--- src/rtl/el2_dccm_mem_init.sv ---
// DCCM initialiser: after reset or on request, writes INIT_DATA/INIT_ECC to every
// index of all banks in parallel; otherwise a transparent pass-through of core bank signals.
module el2_dccm_mem_init #(
  parameter int                NUM_BANKS  = 4,
  parameter int                ADDR_W     = 12,
  parameter int                DATA_W     = 32,
  parameter int                ECC_W      = 7,
  parameter logic [DATA_W-1:0] INIT_DATA  = '0,
  parameter logic [ECC_W-1:0]  INIT_ECC   = '0,
  parameter bit                AUTO_START = 1'b1
) (
  input  logic                        clk,
  input  logic                        rst_l,
  input  logic                        start_i,
  output logic                        busy_o,
  output logic                        done_o,
  output logic                        core_stall_o,
  input  logic [NUM_BANKS-1:0]        core_clken_i,
  input  logic [NUM_BANKS-1:0]        core_wren_i,
  input  logic [NUM_BANKS*ADDR_W-1:0] core_addr_i,
  input  logic [NUM_BANKS*DATA_W-1:0] core_wr_data_i,
  input  logic [NUM_BANKS*ECC_W-1:0]  core_wr_ecc_i,
  output logic [NUM_BANKS*DATA_W-1:0] core_dout_o,
  output logic [NUM_BANKS*ECC_W-1:0]  core_ecc_o,
  output logic [NUM_BANKS-1:0]        sram_clken_o,
  output logic [NUM_BANKS-1:0]        sram_wren_o,
  output logic [NUM_BANKS*ADDR_W-1:0] sram_addr_o,
  output logic [NUM_BANKS*DATA_W-1:0] sram_wr_data_o,
  output logic [NUM_BANKS*ECC_W-1:0]  sram_wr_ecc_o,
  input  logic [NUM_BANKS*DATA_W-1:0] sram_dout_i,
  input  logic [NUM_BANKS*ECC_W-1:0]  sram_ecc_i
);

  typedef enum logic [1:0] {IDLE, INIT, DONE} state_t;

  localparam logic [ADDR_W-1:0] LAST_IDX = '1;

  state_t            state, state_nxt;
  logic [ADDR_W-1:0] cnt;
  logic              pending;
  logic              done;
  logic              last_idx;

  assign last_idx = (cnt == LAST_IDX);

  always_comb begin
    state_nxt = state;
    case (state)
      IDLE:    if (start_i || pending) state_nxt = INIT;
      INIT:    if (last_idx)           state_nxt = DONE;
      DONE:    if (start_i)            state_nxt = INIT;
      default:                         state_nxt = IDLE;
    endcase
  end

  // NOTE: sequential state uses non-blocking assignments so every register samples
  // pre-edge values; blocking here would create order-dependent simulation.
  always_ff @(posedge clk or negedge rst_l) begin
    if (!rst_l) begin
      state   <= IDLE;
      cnt     <= '0;
      done    <= 1'b0;
      pending <= AUTO_START;
    end else begin
      state <= state_nxt;
      cnt   <= (state == INIT) ? cnt + 1'b1 : '0;
      if (state == INIT && last_idx) done <= 1'b1;
      if (state_nxt == INIT)         pending <= 1'b0;
    end
  end

  assign busy_o       = (state == INIT);
  assign done_o       = done;
  assign core_stall_o = busy_o & (|core_clken_i);

  // The SRAM mux depends only on registered state, so start_i never reaches sram_*.
  // NOTE: every output is given its pass-through default first; without a default
  // on each path the tool would infer latches.
  always_comb begin
    sram_clken_o   = core_clken_i;
    sram_wren_o    = core_wren_i;
    sram_addr_o    = core_addr_i;
    sram_wr_data_o = core_wr_data_i;
    sram_wr_ecc_o  = core_wr_ecc_i;
    core_dout_o    = sram_dout_i;
    core_ecc_o     = sram_ecc_i;
    if (state == INIT) begin
      sram_clken_o   = '1;
      sram_wren_o    = '1;
      sram_addr_o    = {NUM_BANKS{cnt}};
      sram_wr_data_o = {NUM_BANKS{INIT_DATA}};
      sram_wr_ecc_o  = {NUM_BANKS{INIT_ECC}};
      core_dout_o    = '0;
      core_ecc_o     = '0;
    end
  end

endmodule

--- config.mk ---
export PLATFORM = sky130hd
export DESIGN_NAME = el2_dccm_mem_init
export DESIGN_NICKNAME = d
export VERILOG_FILES = /design/src/rtl/el2_dccm_mem_init.sv
export SDC_FILE = /design/constraint.sdc
export NUM_CORES = 1
export LEC_CHECK = 0
export CORE_AREA = 2 2 290 292
export CTS_CLUSTER_DIAMETER = 40
export DETAILED_ROUTE_END_ITERATION = 16
export DIE_AREA = 0 0 292 294
export GPL_TIMING_DRIVEN = 0
export SKIP_LAST_GASP = 1
export SYNTH_ARGS = -nofsm -noshare
export SYNTH_HDL_FRONTEND = slang
export SYNTH_SLANG_ARGS = --single-unit
--- constraint.sdc ---
create_clock -name clk -period 4.2 [get_ports clk]
set_input_delay 0.63 -clock clk [delete_from_list [all_inputs] [get_ports clk]]
set_output_delay 0.63 -clock clk [all_outputs]
set_load 0.1 [all_outputs]
# Yosys cells after proc, flatten, opt, wreduce, memory -nomap -nowiden
# Cells that the tools add are included.
# Widths: inputs -> output; s select.
# classes
bitwise,1
eq_ne,4
add_sub_neg,1
reduce_logical,4
muxes,12
# op_table
operator,count
$mux 128,2
$mux 28,2
$mux 48,1
$add 12x1->12 const B,1
$eq 12x12->1 const B,1
$mux 12,1
$mux 4,2
$mux 2,3
$pmux 2 s3,1
$eq 2x1->1 const B,2
$reduce_or 4->1,1
$eq 2x2->1 const B,1
$logic_not 2->1,1
$and 1x1->1,1
$logic_and 1x1->1,1
$logic_or 1x1->1,1
# word_totals
elab_cells,26
inputBits,371
output_inout_bits,371
reg_bits,16

# Longest topological paths before layout
# logic_depth
word_depth,4
ltp_mapped,6
ltp_nobuf,4

# Least setup slack after synthesis
# No wires, ideal clock.
# synth_path
kind,register to output
from,register state[1]
to,output port core_stall_o
path_stages_with_launch,6
setup_slack_ps,1246
required_ps,3570
path_buffers,3
t_arrival_ps,2324
path_cell_list,dfrtp_1 nand2b_1 buf_2 clkbuf_1 buf_2 nor2_1
# synth_between
elab_chain_len,2
# synth_lines
item,line_no,rtl
start: declaration,38,"state_t state, state_nxt;"
start signal: assignment,65,state <= state_nxt;
$eq 2x1->1,72,assign busy_o = (state == INIT);
$and 1x1->1,74,assign core_stall_o = busy_o & (|core_clken_i);
end: declaration,17,"output logic core_stall_o,"
# No other way between the ends.

# Final worst setup path
# layout_path
from,register state[1]
to,output port sram_wr_data_o[100]
# layout_between
elab_chain_len,2
# layout_lines
item,line_no,rtl
$eq 2x1->1,87,if (state == INIT) begin
$mux 128,87,
end: declaration,28,"output logic [NUM_BANKS*DATA_W-1:0] sram_wr_data_o,"
# No other way between the ends.

==> metrics.txt <==
status=complete, no violations; Switching Fraction=0.172; Area after DPL=12100 um^2; setup ws final=0.177 ns; DRT Pass-1 Iters=5; Vias=6781; critical path endpoint=sram_wr_data_o[100]; placer congestion estimate=0.819; CTS sink cnt=16; CP endpoint kind=primary output; Cell variety after synth=31; DIE AREA=85800 um^2; synthesized cell area=3320 um^2; initial core utilization=0.0400; Flop pwr share=0.213; row count=106; Pwr Total=0.725 mW; hold buffers post-CTS=0; worst hold path class=register to register; worst r2r src=state[1]; final critical-path share of the clock period=0.958; min cycle time layout=4.02 ns; Clk network pwr share=0.289; P_int=0.600 mW; CP Data Arrival Time=3.39 ns; GR Overflow Total=0; Die H=294 um; share of layout cells above drive strength 1=0.0124; Slew Limit Fails=0; H-tree lvl count=1; Max-Cap Viols=0; TritonCTS buffer count=3; CP startpoint=state[1]; Seq/Total Area, Yosys=0.121; Nets=1659; PD cells=58.9 nW/um^2; R2R cell count=5; GRT Resource Usage Total=0.113; die width=292 um; Post-Syn Instances=541; Worst Max-Slew Pin Slew=1.39 ns; worst hold path depth=1; CTS tree=yes; R2R Setup Slk=1.98 ns; Final setup viols=0; CP required=3.57 ns; Hold Slack=0.457 ns; area added between synthesis and finish=271%; average wire per cell in the routed design=22.0 um; Gate power share=0.498; sw power=0.125 mW; DRT Wirelength=52200 um; CP most frequent cell=buf_2; Worst R2R End=cnt[3]; CP startpoint kind=register; IO Pins=742; Fin Setup TNS=0 ns; Root Buffer Master=clkbuf_16; largest net degree at the start of global routing=17; first-pass GRT wire length=64100 um; post-route ant nets=0; initial antenna violation count=42; max_slew headroom=0.0798; post-synth net total=913; yosys warns=0; DRC Markers=0; Final Hold Viols=0; Port-buffer cells=741; Via-to-Cell Ratio=2.86; vias in the first global route=6666; post-place setup slack=0.0405 ns; initial drt markers=289; clk buf depth=2; top fanout value on the critical path=10; Finished Cell Area=12300 um^2; leakage power=6.21 nW; core area=82900 um^2; syn avg cell area=6.13 um^2; Detail Placement HPWL=48300 um; Clock Latency Late Sink=0.25 ns; clock skew=0.00458 ns; #FFs+latches synth=16; CP max stage delay=1.15 ns; Max Fclk=249 MHz; cells along the critical path=nand2b_1 -> buf_2 -> buf_2 -> clkbuf_1 -> and2_1 -> clkdlybuf4s50_1; Peak VDD IR=0.110 mV; slowest stage cell, crit path=clkdlybuf4s50_1; worst hold path startpoint=done_o; Crit Path Class=register to primary output; Worst-path clk slew=0.06 ns
registers in the layout, indices dropped and copies added, names as in the netlist:
register and count:
cnt 12, done_o 1, pending 1, state 2
per-stage QoR:
step,utilization,instances
2_1_floorplan,-,541
3_3_place_gp,0.146,2362
3_5_place_dp,0.146,2362
4_1_cts,0.146,2366
5_1_grt,0.148,2372
6_report,0.148,2372
layer usage:
| metal | track usage | part of all wire |
|---|---|---|
| met2 | 0.207 | 0.50 |
| met5 | 0 | 0.0040 |
| met1 | 0.121 | 0.36 |
| met3 | 0.0502 | 0.12 |
| met4 | 0.0194 | 0.016 |
power by group through the flow:
| stage | combinational [mW] | clock [mW] | sequential (mW) |
|---|---|---|---|
| 3_3_place_gp | 0.358 | 0 | 0.157 |
| 3_5_place_dp | 0.359 | 0 | 0.157 |
| 4_1_cts | 0.362 | 0.218 | 0.154 |
| 6_report | 0.361 | 0.209 | 0.154 |
| 2_1_floorplan | 0.00627 | 0 | 0.157 |
| 5_1_grt | 0.382 | 0.224 | 0.154 |
placed cells by master (no fill, tap or decap), drive strengths merged, types with 2 or more instances in the layout:
cell type / synthesis / final
nand3: 4 / 4
clkbuf: 35 / 39
nor4: 2 / 2
mux2i: 2 / 2
dlygate4sd2: 0 / 76
inv: 4 / 4
buf: 8 / 8
clkdlybuf4s50: 0 / 582
dlymetal6s2s: 0 / 83
dfrtp: 15 / 15
nand2: 111 / 111
or3: 3 / 3
o21ai: 3 / 3
o31ai: 2 / 2
nand4: 2 / 2
xnor2: 2 / 2
nand2b: 12 / 12
nor3: 2 / 2
a21oi: 6 / 6
nor2: 5 / 5
or4: 2 / 2
and2: 313 / 313
diode: 0 / 6
worst min-delay path by stage:
stage	to	slack (ns)
detailed placement	done_o	0.45
finish	done_o	0.46
global placement	done_o	0.45
global route	done_o	0.47
floorplan	cnt[0]	0.33
CTS	done_o	0.47
cell usage after synthesis:
library cell | number | area share
xnor2_1 | 2 | 0.0053
nand2b_1 | 12 | 0.023
xor2_1 | 1 | 0.0026
a21o_1 | 1 | 0.0023
mux2i_1 | 2 | 0.0060
o31ai_1 | 2 | 0.0045
or3_2 | 2 | 0.0045
nand3_2 | 2 | 0.0060
a21oi_1 | 6 | 0.0091
or4_1 | 2 | 0.0045
buf_1 | 2 | 0.0023
nor4_1 | 1 | 0.0019
dfstp_2 | 1 | 0.0079
nand2_1 | 111 | 0.13
o21ai_0 | 3 | 0.0045
buf_2 | 6 | 0.0091
inv_1 | 4 | 0.0045
nor3_1 | 2 | 0.0030
o211a_1 | 1 | 0.0030
clkinv_1 | 1 | 0.0011
o22ai_1 | 1 | 0.0019
ha_1 | 1 | 0.0038
dfrtp_1 | 15 | 0.11
nor4_2 | 1 | 0.0038
and2_1 | 313 | 0.59
clkbuf_1 | 35 | 0.040
nand4_1 | 2 | 0.0038
or3_1 | 1 | 0.0019
nand3_1 | 2 | 0.0030
nor2_1 | 5 | 0.0057
o2bb2ai_1 | 1 | 0.0026
cell type report:
class | count | area, um^2
antenna | 6 | 15.0
timing repair buffer | 741 | 7530
tap | 1080 | 1350
clock buffer | 4 | 88.8
fill | 9517 | 70600
buffer | 43 | 169
sequential | 16 | 402
inverter | 5 | 18.8
multi-input combinational | 477 | 2730
worst max-delay path: cells and delay by family (launching register included):
family                 cells  cell delay [ns]
AND/OR/NAND/NOR            2             0.35
buffers and inverters      4             2.39
flip-flops                 1             0.38
cell families after synthesis:
group	after synthesis	share of synthesized area
AOI/OAI and AO/OA	15	0.0279
buffers and inverters	48	0.0566
muxes	2	0.00604
and+or+nand+nor	456	0.777
adders and majority gates	1	0.00377
xor gates and xnor gates	3	0.00792
DFF	16	0.121
what timing repair did:
item / CTS / global route
resized for setup: 76 / 83
setup buffers: 0 / 0
setup endpoints to repair: 76 / 83
(Power assumes the default switching activity.)
